==> src/rtl/sha256_padder_if.sv <==
// Stream bundle for the SHA-256 padder: 32-bit message words in, 512-bit padded blocks out.
// The padder takes the slave view; the producer/consumer side takes the master view.
interface sha256_padder_if;
    logic [31:0]  s_data;
    logic         s_valid;
    logic         s_ready;
    logic         s_last;
    logic [1:0]   s_bytes;
    logic [511:0] m_block;
    logic         m_valid;
    logic         m_ready;
    logic         m_first;
    logic         m_last;

    modport master (
        output s_data, s_valid, s_last, s_bytes, m_ready,
        input  s_ready, m_block, m_valid, m_first, m_last
    );

    modport slave (
        input  s_data, s_valid, s_last, s_bytes, m_ready,
        output s_ready, m_block, m_valid, m_first, m_last
    );
endinterface

==> src/rtl/sha256_padder.sv <==
// SHA-256 message padder: marker, zero fill and 64-bit bit length, emitted as 512-bit blocks.
// Optional SHA256_PADDER_BYTESWAP_EN takes the first message byte from s_data[7:0].
module sha256_padder #(
    parameter int LEN_W = 64
) (
    input  logic           clk,
    input  logic           rst_n,
    sha256_padder_if.slave bus
);

    typedef enum logic [1:0] {
        FILL = 2'd0,
        PAD  = 2'd1,
        EMIT = 2'd2
    } state_t;

    state_t            state_r, state_n;
    state_t            ret_r, ret_n;
    logic [31:0]       buf_r [16];
    logic [4:0]        widx_r, widx_n;
    logic              pending_r, pending_n;
    logic              first_r, first_n;
    logic              last_blk_r, last_blk_n;
    logic [LEN_W-1:0]  bitlen_r, bitlen_n;
    logic              m_valid_r, m_first_r, m_last_r;

    logic [31:0]       din_s;
    logic [63:0]       len_s;
    logic              s_ready_s;
    logic              wr_en_s;
    logic              len_wr_s;
    logic [3:0]        wr_idx_s;
    logic [31:0]       wr_data_s;
    logic [511:0]      blk_s;

    // Keep the valid leading bytes of the final word and place the 0x80 marker right after them.
    function automatic logic [31:0] mark_last(input logic [31:0] w, input logic [1:0] nb);
        logic [31:0] r;
        case (nb)
            2'd1:    r = {w[31:24], 8'h80, 16'h0000};
            2'd2:    r = {w[31:16], 8'h80, 8'h00};
            2'd3:    r = {w[31:8], 8'h80};
            default: r = w;
        endcase
        return r;
    endfunction

`ifdef SHA256_PADDER_BYTESWAP_EN
    // Byte-reverse incoming words so the first message byte ends up in [31:24].
    always_comb din_s = {bus.s_data[7:0], bus.s_data[15:8], bus.s_data[23:16], bus.s_data[31:24]};
`else
    // Words are already MSB-first.
    always_comb din_s = bus.s_data;
`endif

    // Length field is the zero-extended bit counter.
    always_comb len_s = 64'(bitlen_r);

    // Input is accepted only in FILL and never while reset is held.
    always_comb s_ready_s = rst_n && (state_r == FILL);

    // Next-state and buffer-write decode.
    always_comb begin
        state_n    = state_r;
        ret_n      = ret_r;
        widx_n     = widx_r;
        pending_n  = pending_r;
        first_n    = first_r;
        last_blk_n = last_blk_r;
        bitlen_n   = bitlen_r;
        wr_en_s    = 1'b0;
        len_wr_s   = 1'b0;
        wr_idx_s   = widx_r[3:0];
        wr_data_s  = 32'h0000_0000;
        case (state_r)
            FILL: begin
                if (s_ready_s && bus.s_valid) begin
                    wr_en_s = 1'b1;
                    widx_n  = widx_r + 5'd1;
                    if (bus.s_last && (bus.s_bytes != 2'd0)) begin
                        bitlen_n = bitlen_r + LEN_W'({bus.s_bytes, 3'b000});
                    end else begin
                        bitlen_n = bitlen_r + LEN_W'(32'd32);
                    end
                    if (bus.s_last) begin
                        wr_data_s = mark_last(din_s, bus.s_bytes);
                        pending_n = (bus.s_bytes == 2'd0);
                        ret_n     = PAD;
                    end else begin
                        wr_data_s = din_s;
                        ret_n     = FILL;
                    end
                    // A full buffer is always emitted first; padding resumes afterwards.
                    if (widx_r == 5'd15) begin
                        state_n = EMIT;
                        widx_n  = 5'd0;
                    end else if (bus.s_last) begin
                        state_n = PAD;
                    end else begin
                        state_n = FILL;
                    end
                end else begin
                    state_n = FILL;
                end
            end
            PAD: begin
                if (!pending_r && (widx_r == 5'd14)) begin
                    len_wr_s   = 1'b1;
                    last_blk_n = 1'b1;
                    state_n    = EMIT;
                end else begin
                    wr_en_s   = 1'b1;
                    wr_data_s = pending_r ? 32'h8000_0000 : 32'h0000_0000;
                    pending_n = 1'b0;
                    if (widx_r == 5'd15) begin
                        state_n = EMIT;
                        ret_n   = PAD;
                        widx_n  = 5'd0;
                    end else begin
                        widx_n  = widx_r + 5'd1;
                    end
                end
            end
            EMIT: begin
                if (bus.m_ready) begin
                    if (last_blk_r) begin
                        // Message complete: rearm for the next message's first block.
                        bitlen_n   = {LEN_W{1'b0}};
                        first_n    = 1'b1;
                        last_blk_n = 1'b0;
                        widx_n     = 5'd0;
                        state_n    = FILL;
                    end else begin
                        first_n    = 1'b0;
                        state_n    = ret_r;
                    end
                end else begin
                    state_n = EMIT;
                end
            end
            default: begin
                state_n = FILL;
            end
        endcase
    end

    // FSM state, control flags and registered block qualifiers.
    always_ff @(posedge clk) begin
        if (!rst_n) begin
            state_r    <= FILL;
            ret_r      <= FILL;
            widx_r     <= 5'd0;
            pending_r  <= 1'b0;
            first_r    <= 1'b1;
            last_blk_r <= 1'b0;
            bitlen_r   <= {LEN_W{1'b0}};
            m_valid_r  <= 1'b0;
            m_first_r  <= 1'b0;
            m_last_r   <= 1'b0;
        end else begin
            state_r    <= state_n;
            ret_r      <= ret_n;
            widx_r     <= widx_n;
            pending_r  <= pending_n;
            first_r    <= first_n;
            last_blk_r <= last_blk_n;
            bitlen_r   <= bitlen_n;
            m_valid_r  <= (state_n == EMIT);
            m_first_r  <= (state_n == EMIT) && first_n;
            m_last_r   <= (state_n == EMIT) && last_blk_n;
        end
    end

    // Block buffer; it is never written in EMIT, so it doubles as the held output block.
    always_ff @(posedge clk) begin
        if (!rst_n) begin
            for (int i = 0; i < 16; i++) begin
                buf_r[i] <= 32'h0000_0000;
            end
        end else if (len_wr_s) begin
            buf_r[14] <= len_s[63:32];
            buf_r[15] <= len_s[31:0];
        end else if (wr_en_s) begin
            buf_r[wr_idx_s] <= wr_data_s;
        end else begin
            buf_r[wr_idx_s] <= buf_r[wr_idx_s];
        end
    end

    // Flatten the buffer with W0 in the low bits.
    always_comb begin
        blk_s = {512{1'b0}};
        for (int i = 0; i < 16; i++) begin
            blk_s[32*i +: 32] = buf_r[i];
        end
    end

    assign bus.s_ready = s_ready_s;
    assign bus.m_block = blk_s;
    assign bus.m_valid = m_valid_r;
    assign bus.m_first = m_first_r;
    assign bus.m_last  = m_last_r;

endmodule
==> src/flat_wrapper.sv <==
// flat-port wrapper written by rule: the top's interface ports become plain ports
module sha256_padder_flat 
#(
    parameter int LEN_W = 64
)
  (clk, rst_n, bus_s_data, bus_s_valid, bus_s_last, bus_s_bytes, bus_m_ready, bus_s_ready, bus_m_block, bus_m_valid, bus_m_first, bus_m_last);
  sha256_padder_if bus_i ();
  input  logic clk;
  input  logic rst_n;
  input wire logic [$bits(bus_i.s_data)-1:0] bus_s_data;
  input wire logic [$bits(bus_i.s_valid)-1:0] bus_s_valid;
  input wire logic [$bits(bus_i.s_last)-1:0] bus_s_last;
  input wire logic [$bits(bus_i.s_bytes)-1:0] bus_s_bytes;
  input wire logic [$bits(bus_i.m_ready)-1:0] bus_m_ready;
  output wire logic [$bits(bus_i.s_ready)-1:0] bus_s_ready;
  output wire logic [$bits(bus_i.m_block)-1:0] bus_m_block;
  output wire logic [$bits(bus_i.m_valid)-1:0] bus_m_valid;
  output wire logic [$bits(bus_i.m_first)-1:0] bus_m_first;
  output wire logic [$bits(bus_i.m_last)-1:0] bus_m_last;
  assign bus_i.s_data = bus_s_data;
  assign bus_i.s_valid = bus_s_valid;
  assign bus_i.s_last = bus_s_last;
  assign bus_i.s_bytes = bus_s_bytes;
  assign bus_i.m_ready = bus_m_ready;
  assign bus_s_ready = bus_i.s_ready;
  assign bus_m_block = bus_i.m_block;
  assign bus_m_valid = bus_i.m_valid;
  assign bus_m_first = bus_i.m_first;
  assign bus_m_last = bus_i.m_last;
  sha256_padder #(.LEN_W(LEN_W)) u_core (.clk(clk), .rst_n(rst_n), .bus(bus_i));
endmodule
==> config.mk <==
export PLATFORM = sky130hd
export DESIGN_NAME = sha256_padder_flat
export DESIGN_NICKNAME = d
export VERILOG_FILES = /design/src/rtl/sha256_padder_if.sv /design/src/rtl/sha256_padder.sv /design/src/flat_wrapper.sv
export SDC_FILE = /design/constraint.sdc
export NUM_CORES = 1
export LEC_CHECK = 0
export CORE_MARGIN = 4
export CORE_UTILIZATION = 49
export CTS_CLUSTER_SIZE = 14
export DETAILED_ROUTE_END_ITERATION = 10
export PLACE_DENSITY = 0.85
export SLEW_MARGIN = 20
export SYNTH_ARGS = -nofsm -noshare
export SYNTH_HDL_FRONTEND = slang
export SYNTH_SLANG_ARGS = --single-unit
export TNS_END_PERCENT = 50
==> constraint.sdc <==
create_clock -name clk -period 4.3 [get_ports clk]
set_clock_uncertainty 0.15 [all_clocks]
set_input_delay 0.86 -clock clk [delete_from_list [all_inputs] [get_ports clk]]
set_output_delay 0.86 -clock clk [all_outputs]
set_load 0.01 [all_outputs]
Word level (Yosys, flattened, before mapping)
Memories as Yosys holds them, arrays and structs flattened.
Cells that the tools add are included.
Storage, ports and cells
  memory bits (read-only): 0
  latch bits: 0
  word-level logic and storage cells: 113
  memories: 1
  bits in registers: 79
  bits in writable memories: 512
  input bits: 39
Memories
  u_core.buf_r: depth 16, bits a word 32, rd ports 16, clocked after memory_dff 0, write ports 16, RTL line sha256_padder.sv:19  | logic [31:0] buf_r [16];
Cells by class
  $mul: 0
  $lt $le $gt $ge: 0
  add/subtract/negate cells: 3
  shifts and indexed selects: 0
  equality and inequality tests: 15
  divide/modulo/power cells: 0
  reduce and logical (&&, ||, !) cells: 19
  muxes and demuxes: 62
  bitwise gates (word level): 3
Operators by type and width (number)
  2-to-1 mux 64 bit: 4
  2-to-1 mux 32 bit: 7
  case mux 64 bit (2 select lines): 1
  case mux 24 bit (3 select lines): 1
  adder 64 x 5 -> 64 bit: 1
  adder 64 x 6 -> 64 bit (second input constant): 1
  case mux 32 bit (2 select lines): 1
  OR reduction 32 bit: 1
  2-to-1 mux 1 bit: 26
  2-to-1 mux 5 bit: 5
  2-to-1 mux 24 bit: 1
  2-to-1 mux 2 bit: 9
  case mux 5 bit (3 select lines): 1
  AND reduction 4 bit: 3
  equality test 5 x 4 -> 1 bit (second input constant): 2
  equality test 2 bit (second input constant): 4
  != test 2 bit (second input constant): 4
  logical AND 1 bit: 6
  case mux 1 bit (2 select lines): 3
  case mux 2 bit (3 select lines): 1
  nonzero test 2 bit: 3
  adder 5 x 1 -> 5 bit (second input constant): 1
  AND reduction 5 bit: 1
  equality test 2 x 1 -> 1 bit (second input constant): 2
  9 further kinds: 13

Depth between registers and ports, before layout
Gate-level depths: netlist of run 1.
  word-level depth: 13
  gate-level depth with buffers: 9
  gate-level depth less buffers: 8

Worst setup path before layout of run 1
No wires, ideal clock.
  path kind: input-to-reg
  from: in rst_n
  to: mem u_core.buf_r[0][0], enable pin
  required time: 3.761 ns
  stages on the path: 7
  slack: 0.819 ns
  arrival time: 2.941 ns
  path buffers: 3
  library setup time: 0.389 ns
  cells stage by stage: clkbuf_1 inv_1 clkbuf_1 nor4_1 nand2_1 clkbuf_1 nand2_1
RTL lines
  start: declaration: RTL line flat_wrapper.sv:9  | input logic rst_n;
  end: declaration: RTL line sha256_padder.sv:19

Final worst setup path of run 1
  from: in bus_s_bytes[1]
  to: reg u_core.bitlen_r[49]
Between the ends
  word-level cells in the longest chain between the ends: 5
Ends and longest elaborated chain
  start: declaration: RTL line flat_wrapper.sv:13  | input wire logic [$bits(bus_i.s_bytes)-1:0] bus_s_bytes;
  parallel branches: the longest is 2 deep, another holds adder 64 x 5 -> 64 bit
  2-to-1 mux 64 bit *: RTL line sha256_padder.sv:80  | if (bus.s_last && (bus.s_bytes != 2'd0)) begin
  2-to-1 mux 64 bit *: RTL line sha256_padder.sv:77  | if (s_ready_s && bus.s_valid) begin
  case mux 64 bit (2 select lines) *: RTL line sha256_padder.sv:75  | case (state_r)
  end signal: assignment: RTL line sha256_padder.sv:156  | bitlen_r <= {LEN_W{1'b0}};
  end signal: assignment: RTL line sha256_padder.sv:167  | bitlen_r <= bitlen_n;
  end: declaration: RTL line sha256_padder.sv:24  | logic [LEN_W-1:0] bitlen_r, bitlen_n;
Mark *: on every way between the ends. The select of a mux whose other input is x is not followed.
A chain may end at the register's enable or synchronous reset.

==> results.py, run 1 <==
metrics = {
    "outcome": {
        "status": "finished clean",
    },
    "min_path": {
        "min_path_type": "reg2reg",
        "hold_end": "u_core.widx_r[4]",
        "hold_depth": 1,
        "worstHoldStart": "u_core.widx_r[4]",
    },
    "drt": {
        "drc": 0,
        "dr.pass1.iters": 6,
        "drt_wl_total_um": 80300,
        "first_iter_violations": 2844,
        "vias": 17300,
        "wl_per_cell_um": 27.4,
        "drtAntennaViolNets": 0,
        "vias_per_cell": 5.91,
    },
    "logic_synthesis": {
        "yosysTopAreaCell": "edfxtp_1",
        "syn-cell-area_um2": 22100,
        "synth_ff_type": "edfxtp_1",
        "synth_edf_count": 512,
        "synth_area_per_cell_um2": 12.8,
        "synthArstFlopShare": 0,
        "synth_area_leaders": "edfxtp_1 70%, nor2_1 8.5%, dfxtp_1 6.8%, nand2_1 2.6%, o21ai_0 2.0%",
        "yosysTopAreaCellShare": 0.695,
        "syn_nets": 1781,
        "ys_seq_area_frac": 0.763,
        "synth_warnings": 0,
        "netlist_instances": 1730,
        "ys_types": 53,
        "ys_ff_latch": 587,
    },
    "power": {
        "combPwrFrac": 0.077,
        "leakagePower_uw": 0.0103,
        "pwr-share-clk": 0.388,
        "p_per_area_nw_per_um2": 398,
        "swShare": 0.224,
        "sequentialPowerShare": 0.535,
        "switchingPower_uw": 2700,
        "irDropWorstVdd_mv": 0.376,
        "p_int_uw": 9340,
    },
    "clock_tree": {
        "post_cts_buffers": 0,
        "htreeDepth": 2,
        "clk_pin_slew_worst_paths_ps": 60,
        "root_buffer": "clkbuf_16",
        "tritoncts.num_buffers": 55,
        "cts_hold_buffers": 0,
        "clk_latency_ps": 600,
        "cts.sinks": 587,
        "cts_buffer_depth": 3,
        "ctsResizeCount": 0,
        "cts_tree": "yes",
    },
    "placement": {
        "place_inst": 2830,
        "place_area_um2": 28600,
        "gp_congestion": 0.946,
        "hpwl_um": 53700,
        "portBuffers": 554,
    },
    "final_layout": {
        "nets": 2346,
        "regArea_um2": 16900,
        "fill_cells": 2912,
        "multi_input_area_um2": 4770,
        "syn_to_final_growth_pct": 36.8,
        "fin_area_um2": 30300,
        "drive_gt1_frac": 0.0792,
        "stdcell_count": 2931,
    },
    "setup_path": {
        "slowest_stage": "clkdlybuf4s50_1",
        "arrival_ps": 3910,
        "cp_max_fo": 14,
        "crit_chain": "clkdlybuf4s50_1, inv_1, fa_1, o211a_1, nor4_2, buf_4, nand4_1, or3_1, a21oi_1",
        "critPathRequiredTime_ps": 4670,
        "r2r_cells": 7,
        "cpLargestDelayFamily": "simple AND/OR/NAND/NOR gates",
        "worstSetupPathDepth": 9,
        "path_buf_inv": 3,
        "setup.worst_path.end_class": "flip-flop",
        "r2r-end": "u_core.bitlen_r[48]",
        "crit_path_start_kind": "primary input",
        "path_class": "in2reg",
        "r2r-start": "u_core.state_r[0]",
        "r2r_slack_ps": 1020,
        "slowest_delay_ps": 650,
    },
    "sta": {
        "fin_crit_ps": 3550,
        "worst_slew_pin_slew_ps": 944,
        "slew_viol_final": 0,
        "maxSlewHeadroom": 0.368,
        "hold_viol_final": 0,
        "rsz0062_at_grt": "false",
        "min_period_over_period": 0.825,
        "setup_viol": 0,
        "fmax_mhz": 282,
        "hold_slack_ps": 332,
        "tns_ps": 0,
    },
    "global_route": {
        "grt_max_degree": 59,
        "antenna_found_initial": 3,
        "grt_pass1_wl_um": 112000,
        "globalRoute.totalOverflow": 0,
        "track_usage": 0.318,
        "first_global_vias": 16400,
    },
    "floorplanning": {
        "start_util": 0.498,
        "ios": 555,
        "coreArea_um2": 44400,
        "die_area_um2": 48600,
        "row_count": 77,
        "dieWidth_um": 220,
        "die_h_um": 220,
    },
    "flow_run": {
        "cap_violations": 0,
    },
}
## worst max-delay path by stage
stage | slack (ps) | end | start
finish | 750 | u_core.bitlen_r[49] | bus_s_bytes[1]
global route | 600 | u_core.bitlen_r[49] | bus_s_bytes[1]
floorplan | 820 | u_core.buf_r[0][0] | rst_n
detailed placement | 240 | u_core.bitlen_r[63] | bus_s_bytes[1]
global placement | 320 | u_core.bitlen_r[43] | bus_s_bytes[1]
CTS | 810 | u_core.bitlen_r[49] | bus_s_bytes[1]
## placed cells by master (no fill, tap or decap), types with 15 or more instances in the layout
master             n
edfxtp_1         512
clkdlybuf4s50_1  553
nor2_1           498
dfxtp_1           75
xor2_1            15
or3_1             25
a21oi_1           46
o21ai_0           90
nand3_1           30
nand4_1           28
clkbuf_16         55
inv_1             17
buf_4             75
nand2_1          137
## power groups by stage
stage	logic [uW]	registers [uW]	clock network, uW
2_1_floorplan	188	6650	0
3_3_place_gp	910	6550	0
3_5_place_dp	925	6560	0
4_1_cts	929	6440	4670
5_1_grt	961	6450	4920
6_report	933	6440	4670
## layout make-up
type                    instances  area share
diodes                          2    0.000165
clock buffers                  71      0.0488
clock inverters                28     0.00724
inverters                      17     0.00211
multi-input cells            1005       0.158
flip-flops and latches        587       0.558
well taps                     592      0.0245
repair buffers                629       0.202
## routing by layer
layer  GRT usage  vias to the layer above  wire [um]
met1       0.399                     8332      26500
met2       0.523                     1519      38800
met3      0.0795                      291      10500
li1            -                     7189          -
met5           0                        -         25
met4       0.152                        4       4500
## flip-flops by register name, summed over array words and instances, names as in the netlist
name                flops
u_core.first_r          1
u_core.pending_r        1
u_core.last_blk_r       1
u_core.bus.m_last       1
u_core.ret_r            1
u_core.bitlen_r        61
u_core.state_r          2
u_core.widx_r           5
u_core.buf_r          512
u_core.bus.m_first      1
u_core.bus.m_valid      1
## worst register-to-register path: cells and delay by family (launching register included)
family,cells,cell delay (ps)
buffers and inverters,1,80
DFF,1,350
and+or+nand+nor,3,1880
AOI/OAI and AO/OA,2,400
adders and majority gates,1,360
## logic make-up after synthesis
| kind of cell | Yosys count | synth area share |
|---|---|---|
| AOI/OAI and AO/OA | 172 | 0.0437 |
| DFF | 587 | 0.763 |
| adders and majority gates | 12 | 0.00713 |
| buffers and inverters | 138 | 0.0238 |
| and+or+nand+nor | 797 | 0.153 |
| xor gates and xnor gates | 24 | 0.00951 |
## through the flow
step | total power [uW] | util | setup slack, ps
floorplan | 6840 | - | 819
global placement | 7460 | 0.643 | 321
detailed placement | 7480 | 0.643 | 236
CTS | 12000 | 0.681 | 812
global route | 12300 | 0.681 | 600
finish | 12000 | 0.681 | 752
## synth_stat cells (4+ instances only)
master	instances
dfxtp_1	75
nor4_1	14
nand2b_1	4
ha_1	11
or4_1	11
nand3_1	30
and2_1	5
a21oi_1	46
edfxtp_1	512
inv_1	17
xnor2_1	9
nor3_1	5
nor2_1	499
o21ai_0	90
nand4_1	28
and4_1	5
and3_1	7
o31ai_1	9
nand2_1	151
or3_1	25
xor2_1	15
clkbuf_1	118
No activity file was read; power rests on OpenSTA's default activity.
==> run 2, diff against run 1 <==
--- a/config.mk
+++ b/config.mk
@@ -6,10 +6,10 @@
 export NUM_CORES = 1
 export LEC_CHECK = 0
 export CORE_MARGIN = 4
-export CORE_UTILIZATION = 49
+export CORE_UTILIZATION = 44
 export CTS_CLUSTER_SIZE = 14
 export DETAILED_ROUTE_END_ITERATION = 10
-export PLACE_DENSITY = 0.85
+export PLACE_DENSITY = 0.81
 export SLEW_MARGIN = 20
 export SYNTH_ARGS = -nofsm -noshare
 export SYNTH_HDL_FRONTEND = slang
==> constraint.sdc (replaced) <==
create_clock -name clk -period 3 [get_ports clk]
set_clock_uncertainty 0.15 [all_clocks]
set_input_delay 0.6 -clock clk [delete_from_list [all_inputs] [get_ports clk]]
set_output_delay 0.6 -clock clk [all_outputs]
set_load 0.01 [all_outputs]
==> results.py, run 2 (same netlist as run 1, synthesis figures left out) <==
metrics = {
    "clock_tree": {
        "tritoncts.num_buffers": 56,
        "clk_pin_slew_worst_paths_ps": 60,
        "htreeDepth": 2,
        "clk_latency_ps": 610,
        "cts_tree": "yes",
        "cts_buffer_depth": 3,
        "cts.sinks": 587,
        "root_buffer": "clkbuf_16",
        "cts_hold_buffers": 0,
    },
    "final_layout": {
        "drive_gt1_frac": 0.0963,
        "top_regs": "u_core.buf_r (512), u_core.bitlen_r (61), u_core.widx_r (5)",
        "final_cell_mix": "553 x clkdlybuf4s50_1, 512 x edfxtp_1, 498 x nor2_1",
        "stdcell_count": 3053,
        "multi_input_area_um2": 4790,
        "nets": 2393,
        "fill_cells": 3549,
        "syn_to_final_growth_pct": 41.7,
        "final_common_cell": "clkdlybuf4s50_1",
        "fin_area_um2": 31300,
        "largest_reg_flops": 512,
        "num_antenna_cells": 0,
        "largest_register": "u_core.buf_r",
        "regArea_um2": 16900,
    },
    "placement": {
        "portBuffers": 554,
        "hpwl_um": 56200,
        "place_inst": 2947,
        "gp_congestion": 0.938,
        "place_area_um2": 29500,
    },
    "global_route": {
        "globalRoute.totalOverflow": 0,
        "grt_pass1_wl_um": 116000,
        "track_usage": 0.295,
        "grt_max_degree": 62,
        "first_global_vias": 16800,
        "antenna_found_initial": 0,
    },
    "flow_run": {
        "cap_violations": 0,
    },
    "setup_path": {
        "r2r_slack_ps": 170,
        "path_class": "reg2out",
        "critPathRequiredTime_ps": 2250,
        "setup.worst_path.end_class": "output port",
        "r2r_cells": 8,
        "crit_path_start_kind": "flip-flop",
        "arrival_ps": 2150,
        "cp_max_fo": 10,
    },
    "sta": {
        "maxSlewHeadroom": 0.491,
        "setup_viol": 0,
        "slew_viol_final": 0,
        "worst_slew_pin_slew_ps": 756,
        "min_period_over_period": 0.968,
        "fmax_mhz": 344,
        "rsz0062_at_grt": "true",
        "hold_viol_final": 0,
        "hold_slack_ps": 339,
        "fin_crit_ps": 2900,
    },
    "outcome": {
        "status": "finished clean",
    },
    "drt": {
        "first_iter_violations": 2474,
        "vias_per_cell": 5.67,
        "drt_wl_total_um": 82200,
        "drc": 0,
        "vias": 17300,
        "wl_per_cell_um": 26.9,
        "drtAntennaViolNets": 0,
        "dr.pass1.iters": 6,
    },
    "floorplanning": {
        "coreArea_um2": 49400,
        "dieWidth_um": 232,
        "ios": 555,
        "die_area_um2": 53900,
        "start_util": 0.448,
        "row_count": 81,
        "die_h_um": 232,
    },
    "min_path": {
        "min_path_type": "reg2reg",
        "hold_depth": 1,
    },
    "power": {
        "finalPower_uw": 17900,
        "p_per_area_nw_per_um2": 570,
        "leakagePower_uw": 0.0108,
        "irDropWorstVdd_mv": 0.431,
    },
}
-- run 2: cell type report --
class	count	share of cell area
sequential	587	0.539
timing repair buffer	675	0.221
multi-input combinational	1005	0.153
clock buffer	79	0.0495
tap	664	0.0265
clock inverter	26	0.00930
inverter	17	0.00204
-- run 2: critical path, cell delays in order, from the launching register on --
cell and delay (ps):
dfxtp_1 330, inv_1 110, ha_1 220, buf_4 180, and2_1 180, clkdlybuf4s50_1 550
-- run 2: worst paths after layout --
check	startpoint	to
setup / recovery	u_core.state_r[0]	bus_s_ready
hold / removal	u_core.widx_r[4]	u_core.widx_r[4]
setup reg to reg	u_core.state_r[1]	u_core.bitlen_r[36]
hold reg to reg	u_core.widx_r[4]	u_core.widx_r[4]
-- run 2: through the flow --
stage | setup TNS (ps) | utilization | worst slack [ps]
6_report | 0 | 0.635 | 95.3
5_1_grt | 0 | 0.635 | 0.518
4_1_cts | 0 | 0.635 | 66.6
3_5_place_dp | -11920 | 0.597 | -474
3_3_place_gp | -8770 | 0.597 | -401
2_1_floorplan | -8920 | - | -79.7
-- run 2: routing by layer --
layer / track usage / part of all wire / vias up
met2: 0.504 / 0.50 / 1389
met3: 0.0588 / 0.11 / 202
met5: 0 / 0 / -
li1: - / - / 7291
met1: 0.372 / 0.35 / 8442
met4: 0.115 / 0.043 / 0
-- run 2: timing repair --
item,4_1_cts,5_1_grt
gates resized for setup,0,1
endpoints found under the setup margin,0,2
hold endpoints to repair,0,0
buffers inserted,0,1
-- run 2: report_power, final --
group	switching, uW	leakage, uW	internal (uW)
Combinational	805	0.00398	635
Sequential	112	0.00590	9120
Clock	3070	0.000884	4120
